===== src/rtl/change_payout_pkg.sv =====
`default_nettype none
// =============================================================================
// payout_pkg : FSM states and coin denomination codes for change_payout
// Rev 1.0
// =============================================================================
package payout_pkg;

   typedef enum logic [2:0] {
      IDLE     = 3'd0,
      PICK     = 3'd1,
      EJECT    = 3'd2,
      WAIT_ACK = 3'd3,
      DONE     = 3'd4
   } state_t;

   // Same encoding as the vending coin bus so refill_sel maps directly.
   localparam logic [1:0] DEN_NONE = 2'b00;
   localparam logic [1:0] DEN_1    = 2'b01;
   localparam logic [1:0] DEN_2    = 2'b10;
   localparam logic [1:0] DEN_5    = 2'b11;

   localparam int VAL_1 = 1;
   localparam int VAL_2 = 2;
   localparam int VAL_5 = 5;

   function automatic logic [2:0] den_value(input logic [1:0] den);
      case (den)
         DEN_1:   return 3'(VAL_1);
         DEN_2:   return 3'(VAL_2);
         DEN_5:   return 3'(VAL_5);
         default: return 3'd0;
      endcase
   endfunction

endpackage
`default_nettype wire


===== src/rtl/change_payout_coin_inv_counter.sv =====
`default_nettype none
// =============================================================================
// coin_inv_counter : per-denomination coin inventory, saturating refill, debit
// Rev 1.0
// =============================================================================
module coin_inv_counter #(
   parameter int CNT_W = 6,
   parameter int INIT  = 8
) (
   input  logic             clk,
   input  logic             reset_n,
   input  logic             add,
   input  logic [CNT_W-1:0] add_cnt,
   input  logic             dec,
   output logic [CNT_W-1:0] count,
   output logic             nonzero
);

   logic [CNT_W-1:0] r_count;
   logic [CNT_W:0]   w_sum;

   assign w_sum = {1'b0, r_count} + {1'b0, add_cnt};

   // add and dec come from mutually exclusive FSM states, so priority is moot.
   always_ff @(posedge clk) begin
      if (!reset_n) begin
         r_count <= CNT_W'(INIT);
      end else if (add) begin
         r_count <= w_sum[CNT_W] ? '1 : w_sum[CNT_W-1:0];
      end else if (dec) begin
         r_count <= r_count - CNT_W'(1);
      end
   end

   assign count   = r_count;
   assign nonzero = |r_count;

endmodule
`default_nettype wire


===== src/rtl/change_payout.sv =====
`default_nettype none
// =============================================================================
// change_payout : greedy Rs5/Rs2/Rs1 coin-hopper payout controller
// Rev 1.0
// =============================================================================
module change_payout
   import payout_pkg::*;
#(
   parameter int AMT_W     = 4,
   parameter int CNT_W     = 6,
   parameter int INIT_5    = 8,
   parameter int INIT_2    = 8,
   parameter int INIT_1    = 8,
   parameter int PULSE_CYC = 2,
   parameter int ACK_TMO   = 16
) (
   input  logic             clk,
   input  logic             reset_n,
   input  logic             req,
   input  logic [AMT_W-1:0] amount,
   input  logic             hop_ack,
   input  logic             refill,
   input  logic [1:0]       refill_sel,
   input  logic [CNT_W-1:0] refill_cnt,
   output logic             busy,
   output logic             done,
   output logic             short,
   output logic [AMT_W-1:0] owed,
   output logic             eject_5,
   output logic             eject_2,
   output logic             eject_1,
   output logic [CNT_W-1:0] inv_5,
   output logic [CNT_W-1:0] inv_2,
   output logic [CNT_W-1:0] inv_1
);

   localparam int              c_PW         = $clog2(PULSE_CYC + 1);
   localparam int              c_TW         = $clog2(ACK_TMO + 1);
   localparam logic [c_PW-1:0] c_PULSE_LAST = c_PW'(PULSE_CYC - 1);
   localparam logic [c_TW-1:0] c_TMO_LAST   = c_TW'(ACK_TMO - 1);
   localparam logic [AMT_W-1:0] c_V5        = AMT_W'(VAL_5);
   localparam logic [AMT_W-1:0] c_V2        = AMT_W'(VAL_2);
   localparam logic [AMT_W-1:0] c_V1        = AMT_W'(VAL_1);

   state_t           r_state, w_state_nxt;
   logic [AMT_W-1:0] r_rem, w_rem_nxt;
   logic [1:0]       r_den, w_den_nxt;
   logic [c_PW-1:0]  r_pcnt, w_pcnt_nxt;
   logic [c_TW-1:0]  r_tcnt, w_tcnt_nxt;
   logic             r_short, w_short_nxt;
   logic [AMT_W-1:0] r_owed, w_owed_nxt;
   logic [1:0]       w_pick_den;
   logic [AMT_W-1:0] w_den_val;
   logic             w_nz_5, w_nz_2, w_nz_1;
   logic             w_idle, w_debit;

   assign w_idle    = (r_state == IDLE);
   assign w_debit   = (r_state == WAIT_ACK) && hop_ack;
   assign w_den_val = AMT_W'(den_value(r_den));

   // Greedy choice, no backtracking once a larger coin has been paid.
   always_comb begin
      w_pick_den = DEN_NONE;
      if (r_rem >= c_V5 && w_nz_5) begin
         w_pick_den = DEN_5;
      end else if (r_rem >= c_V2 && w_nz_2) begin
         w_pick_den = DEN_2;
      end else if (r_rem >= c_V1 && w_nz_1) begin
         w_pick_den = DEN_1;
      end
   end

   always_comb begin
      w_state_nxt = r_state;
      w_rem_nxt   = r_rem;
      w_den_nxt   = r_den;
      w_pcnt_nxt  = r_pcnt;
      w_tcnt_nxt  = r_tcnt;
      w_short_nxt = r_short;
      w_owed_nxt  = r_owed;
      case (r_state)
         IDLE: begin
            if (req) begin
               w_rem_nxt   = amount;
               w_short_nxt = 1'b0;
               w_owed_nxt  = '0;
               w_state_nxt = PICK;
            end
         end
         PICK: begin
            if (r_rem == '0) begin
               w_state_nxt = DONE;
            end else if (w_pick_den != DEN_NONE) begin
               w_den_nxt   = w_pick_den;
               w_pcnt_nxt  = '0;
               w_state_nxt = EJECT;
            end else begin
               w_short_nxt = 1'b1;
               w_owed_nxt  = r_rem;
               w_state_nxt = DONE;
            end
         end
         EJECT: begin
            if (r_pcnt == c_PULSE_LAST) begin
               w_tcnt_nxt  = '0;
               w_state_nxt = WAIT_ACK;
            end else begin
               w_pcnt_nxt = r_pcnt + c_PW'(1);
            end
         end
         WAIT_ACK: begin
            if (hop_ack) begin
               w_rem_nxt   = r_rem - w_den_val;
               w_state_nxt = PICK;
            end else if (r_tcnt == c_TMO_LAST) begin
               w_short_nxt = 1'b1;
               w_owed_nxt  = r_rem;
               w_state_nxt = DONE;
            end else begin
               w_tcnt_nxt = r_tcnt + c_TW'(1);
            end
         end
         DONE:    w_state_nxt = IDLE;
         default: w_state_nxt = IDLE;
      endcase
   end

   always_ff @(posedge clk) begin
      if (!reset_n) begin
         r_state <= IDLE;
         r_rem   <= '0;
         r_den   <= DEN_NONE;
         r_pcnt  <= '0;
         r_tcnt  <= '0;
         r_short <= 1'b0;
         r_owed  <= '0;
      end else begin
         r_state <= w_state_nxt;
         r_rem   <= w_rem_nxt;
         r_den   <= w_den_nxt;
         r_pcnt  <= w_pcnt_nxt;
         r_tcnt  <= w_tcnt_nxt;
         r_short <= w_short_nxt;
         r_owed  <= w_owed_nxt;
      end
   end

   coin_inv_counter #(.CNT_W(CNT_W), .INIT(INIT_5)) u_inv_5 (
      .clk     (clk),
      .reset_n (reset_n),
      .add     (w_idle && refill && (refill_sel == DEN_5)),
      .add_cnt (refill_cnt),
      .dec     (w_debit && (r_den == DEN_5)),
      .count   (inv_5),
      .nonzero (w_nz_5)
   );

   coin_inv_counter #(.CNT_W(CNT_W), .INIT(INIT_2)) u_inv_2 (
      .clk     (clk),
      .reset_n (reset_n),
      .add     (w_idle && refill && (refill_sel == DEN_2)),
      .add_cnt (refill_cnt),
      .dec     (w_debit && (r_den == DEN_2)),
      .count   (inv_2),
      .nonzero (w_nz_2)
   );

   coin_inv_counter #(.CNT_W(CNT_W), .INIT(INIT_1)) u_inv_1 (
      .clk     (clk),
      .reset_n (reset_n),
      .add     (w_idle && refill && (refill_sel == DEN_1)),
      .add_cnt (refill_cnt),
      .dec     (w_debit && (r_den == DEN_1)),
      .count   (inv_1),
      .nonzero (w_nz_1)
   );

   assign busy    = !w_idle;
   assign done    = (r_state == DONE);
   assign short   = r_short;
   assign owed    = r_owed;
   assign eject_5 = (r_state == EJECT) && (r_den == DEN_5);
   assign eject_2 = (r_state == EJECT) && (r_den == DEN_2);
   assign eject_1 = (r_state == EJECT) && (r_den == DEN_1);

endmodule
`default_nettype wire

===== config.mk =====
export PLATFORM = sky130hd
export DESIGN_NAME = change_payout
export DESIGN_NICKNAME = d
export VERILOG_FILES = /design/src/rtl/change_payout_pkg.sv /design/src/rtl/change_payout_coin_inv_counter.sv /design/src/rtl/change_payout.sv
export SDC_FILE = /design/constraint.sdc
export NUM_CORES = 1
export LEC_CHECK = 0
export ABC_AREA = 1
export BUFFER_PORTS_ARGS = -buffer_cell sky130_fd_sc_hd__buf_2
export CAP_MARGIN = 20
export CELL_PAD_IN_SITES_DETAIL_PLACEMENT = 2
export CELL_PAD_IN_SITES_GLOBAL_PLACEMENT = 2
export CORE_UTILIZATION = 31
export CTS_CLUSTER_DIAMETER = 40
export DETAILED_ROUTE_END_ITERATION = 8
export PLACE_DENSITY = 0.85
export SETUP_SLACK_MARGIN = 0.4
export SKIP_LAST_GASP = 1
export SLEW_MARGIN = 40
export SYNTH_ARGS = -nofsm -noshare
export SYNTH_HDL_FRONTEND = slang
export SYNTH_SLANG_ARGS = --single-unit

===== constraint.sdc =====
create_clock -name clk -period 2.55 [get_ports clk]
set_clock_uncertainty 0.15 [all_clocks]
set_input_delay 0.765 -clock clk [delete_from_list [all_inputs] [get_ports clk]]
set_output_delay 0.765 -clock clk [all_outputs]
set_load 0.01 [all_outputs]

==> flow_summary.json <==
{
  "switching_share": 0.500,
  "dp_hpwl_um": 8960,
  "start_util": 0.325,
  "synthCells": 459,
  "p_sw_w": 0.00169,
  "n_antenna_cell": 0,
  "worstSetupEndpoint": "eject_1",
  "routed_wl_um": 13700,
  "clk_pin_slew_ns": 0.09,
  "top_layer_used": "met4",
  "drt_iter0_markers": 125,
  "place.gp.congestion": 0.821,
  "hold_viol": 0,
  "h-tree-depth": 2,
  "intPower_w": 0.00170,
  "worstReg2RegEnd": "r_state[1]",
  "yosysTopAreaCellShare": 0.256,
  "r2r_setup_slack_ns": 0.38,
  "hp-start": "owed[0]",
  "finalNetCount": 568,
  "max_slew.worst_pin.slew_ns": 0.425,
  "cts_buffers": 5,
  "portBuffers": 44,
  "min_path_type": "flip-flop to flip-flop",
  "hold_ws_ns": 0.316,
  "route.met2.wl_um": 6900,
  "grt_overflow": 0,
  "yosysWarnings": 0,
  "crit_path_end_kind": "output pin",
  "grt_first_pass_wirelength_um": 19300,
  "grt_max_degree": 15,
  "cp.required_ns": 1.64,
  "ctsRootBufferMaster": "clkbuf_8",
  "drive_above_1_share": 0.230,
  "dr_total_vias": 3502,
  "pwr-share-seq": 0.276,
  "grt_pass1_vias": 3713,
  "coreArea_sq_um": 9370,
  "drv_cap": 0,
  "crit_path_max_fanout": 5,
  "antenna_found_initial": 0,
  "reg2reg_depth": 9,
  "fmax_ghz": 0.442,
  "cts_sinks": 39,
  "ir_worst_vdd_mv": 0.601,
  "fp.dieArea_sq_um": 10200,
  "syn2layout_area_growth_pct": 26.5,
  "cp-start-kind": "flip-flop",
  "finalCritPeriodShare": 0.887,
  "insertion_delay_ns": 0.31,
  "finalSetupViolations": 0,
  "crit_type": "flip-flop to output pin",
  "wl_per_cell_um": 21.2,
  "first_pass_iters": 4,
  "slew_headroom": 0.715,
  "pwr-share-comb": 0.549,
  "io_pins": 45,
  "synth-seq-cells": 39,
  "synth_nets": 510,
  "nFillCells": 1130,
  "dp.cells": 632,
  "cp-startpoint": "r_state[2]",
  "maxSlewViolCount": 0,
  "p_per_area_nw_per_um2": 880,
  "fp.dieW_um": 101,
  "clk_path_buf_depth": 2,
  "layout.cells.non_filler": 647,
  "synth_cell_types": 31,
  "synth_area_per_cell_sq_um": 6.63,
  "rsz0062_at_grt": "yes",
  "die_h_um": 101,
  "r2r_start": "u_inv_5.count[1]",
  "ant_nets": 0,
  "via_per_inst": 5.41,
  "arrival_ns": 1.35,
  "hold_buffers": 0,
  "yosys-top-cells-area": "dfxtp_1, ha_1, nand2_1, nand3_1, a21oi_1",
  "grt_usage": 0.247,
  "yosysTopAreaCell": "dfxtp_1",
  "placementRows": 35,
  "clock_power_share": 0.175,
  "syn_area_sq_um": 3050,
  "status": "completed",
  "drc": 0,
  "met1_length_um": 6160,
  "wl_met3_um": 345,
  "min_period_ns": 2.26,
  "p_leak_nw": 1.73,
  "seq_area_frac_synth": 0.256,
  "cts_tree": "done"
}
-- area by class of cell --
type                       instances  area [sq um]  area share
sequential                        39           788       0.205
inverter                          57           220      0.0572
clock buffer                       6          82.6      0.0214
multi-input combinational        360          2240       0.581
timing repair buffer              54           327      0.0848
clock inverter                     2          35.0     0.00910
tap                              129           161      0.0419
-- synthesized netlist by cell type (all sizes together) --
master and number:
a21o 2, xnor2 6, ha 30, o22ai 1
nor4 1, nor2 53, or2 4, o21ai 37
fa 4, inv 57, o21bai 2, xor2 13
nand4 6, a31oi 1, dfxtp 39, nand3b 1
clkbuf 3, nand2 95, a21boi 1, nor3 11
nand3 47, o211ai 1, nor3b 1, a21oi 42
a211oi 1
-- power by group through the flow --
| stage | combinational [W] | clock (W) | sequential [W] |
|---|---|---|---|
| global route | 0.00204 | 0.000624 | 0.000953 |
| global placement | 0.00143 | 0 | 0.000911 |
| floorplan | 0.00106 | 0 | 0.000889 |
| detailed placement | 0.00153 | 0 | 0.000922 |
| finish | 0.00186 | 0.000593 | 0.000937 |
| CTS | 0.00168 | 0.000586 | 0.000916 |
-- worst max-delay path, cell delays in order, from the launching register on --
cell and delay, ns:
dfxtp_2 0.38, nor3_4 0.23, inv_2 0.09, nor3_2 0.18, buf_2 0.17
-- metal layers --
metal / GRT usage / vias up
li1: - / 1632
met1: 0.311 / 1779
met2: 0.446 / 66
met3: 0.0257 / 25
met4: 0.0624 / 0
met5: 0 / -
-- how the worst min path moves through the flow --
stage	to	slack, ns	depth (start not counted)
2_1_floorplan	r_tcnt[2]	0.29	1
3_3_place_gp	owed[0]	0.30	2
3_5_place_dp	owed[0]	0.31	2
4_1_cts	owed[3]	0.32	2
5_1_grt	owed[0]	0.35	2
6_report	owed[0]	0.32	2
-- stage by stage --
stage               total power (W)  utilization  cell area [sq um]  worst slack [ns]    TNS, ns
global route                0.00362        0.411               3850             0.217          0
floorplan                   0.00195            -               3050             0.407          0
global placement            0.00234        0.367               3440             0.142          0
CTS                         0.00318        0.394               3690             0.302          0
finish                      0.00339        0.411               3850             0.288          0
detailed placement          0.00246        0.367               3440         -0.000573  -0.000573
-- placed cells by master (no fill, tap or decap), drive strengths merged --
master	n
a31oi	1
o22ai	1
or2	4
xor2	13
bufinv	1
nand2	95
dfxtp	39
o21bai	2
o21ai	37
nor4	1
a21boi	1
nand3	47
clkinv	1
a21oi	42
o211ai	1
fa	4
buf	54
xnor2	6
nor3	11
nor3b	1
inv	56
clkbuf	6
clkinvlp	1
a211oi	1
nand4	6
nand3b	1
nor2	53
ha	30
a21o	2
-- sequential cells by signal (all words and copies together) (netlist names), 3 cells and up --
signal	cells
u_inv_2.count	6
owed	4
r_state	3
u_inv_5.count	6
r_rem	4
r_tcnt	5
u_inv_1.count	6
-- what timing repair did --
item / in CTS / in global routing
setup endpoints to repair: 13 / 36
setup buffers: 5 / 2
resized for setup: 26 / 33
pin swaps: 2 / 9
-- logic make-up (layout without fill, tap and decap cells) --
kind of cell | after synthesis | count (layout) | share of synthesized area
AND/OR/NAND/NOR | 219 | 219 | 0.314
XOR/XNOR | 19 | 19 | 0.0546
flip-flops | 39 | 39 | 0.256
adder cells (fa/ha/maj) | 34 | 34 | 0.150
buffers and inverters | 60 | 119 | 0.0740
AO/OA/AOI/OAI | 88 | 88 | 0.151
Power figures use the tool's default switching activity.
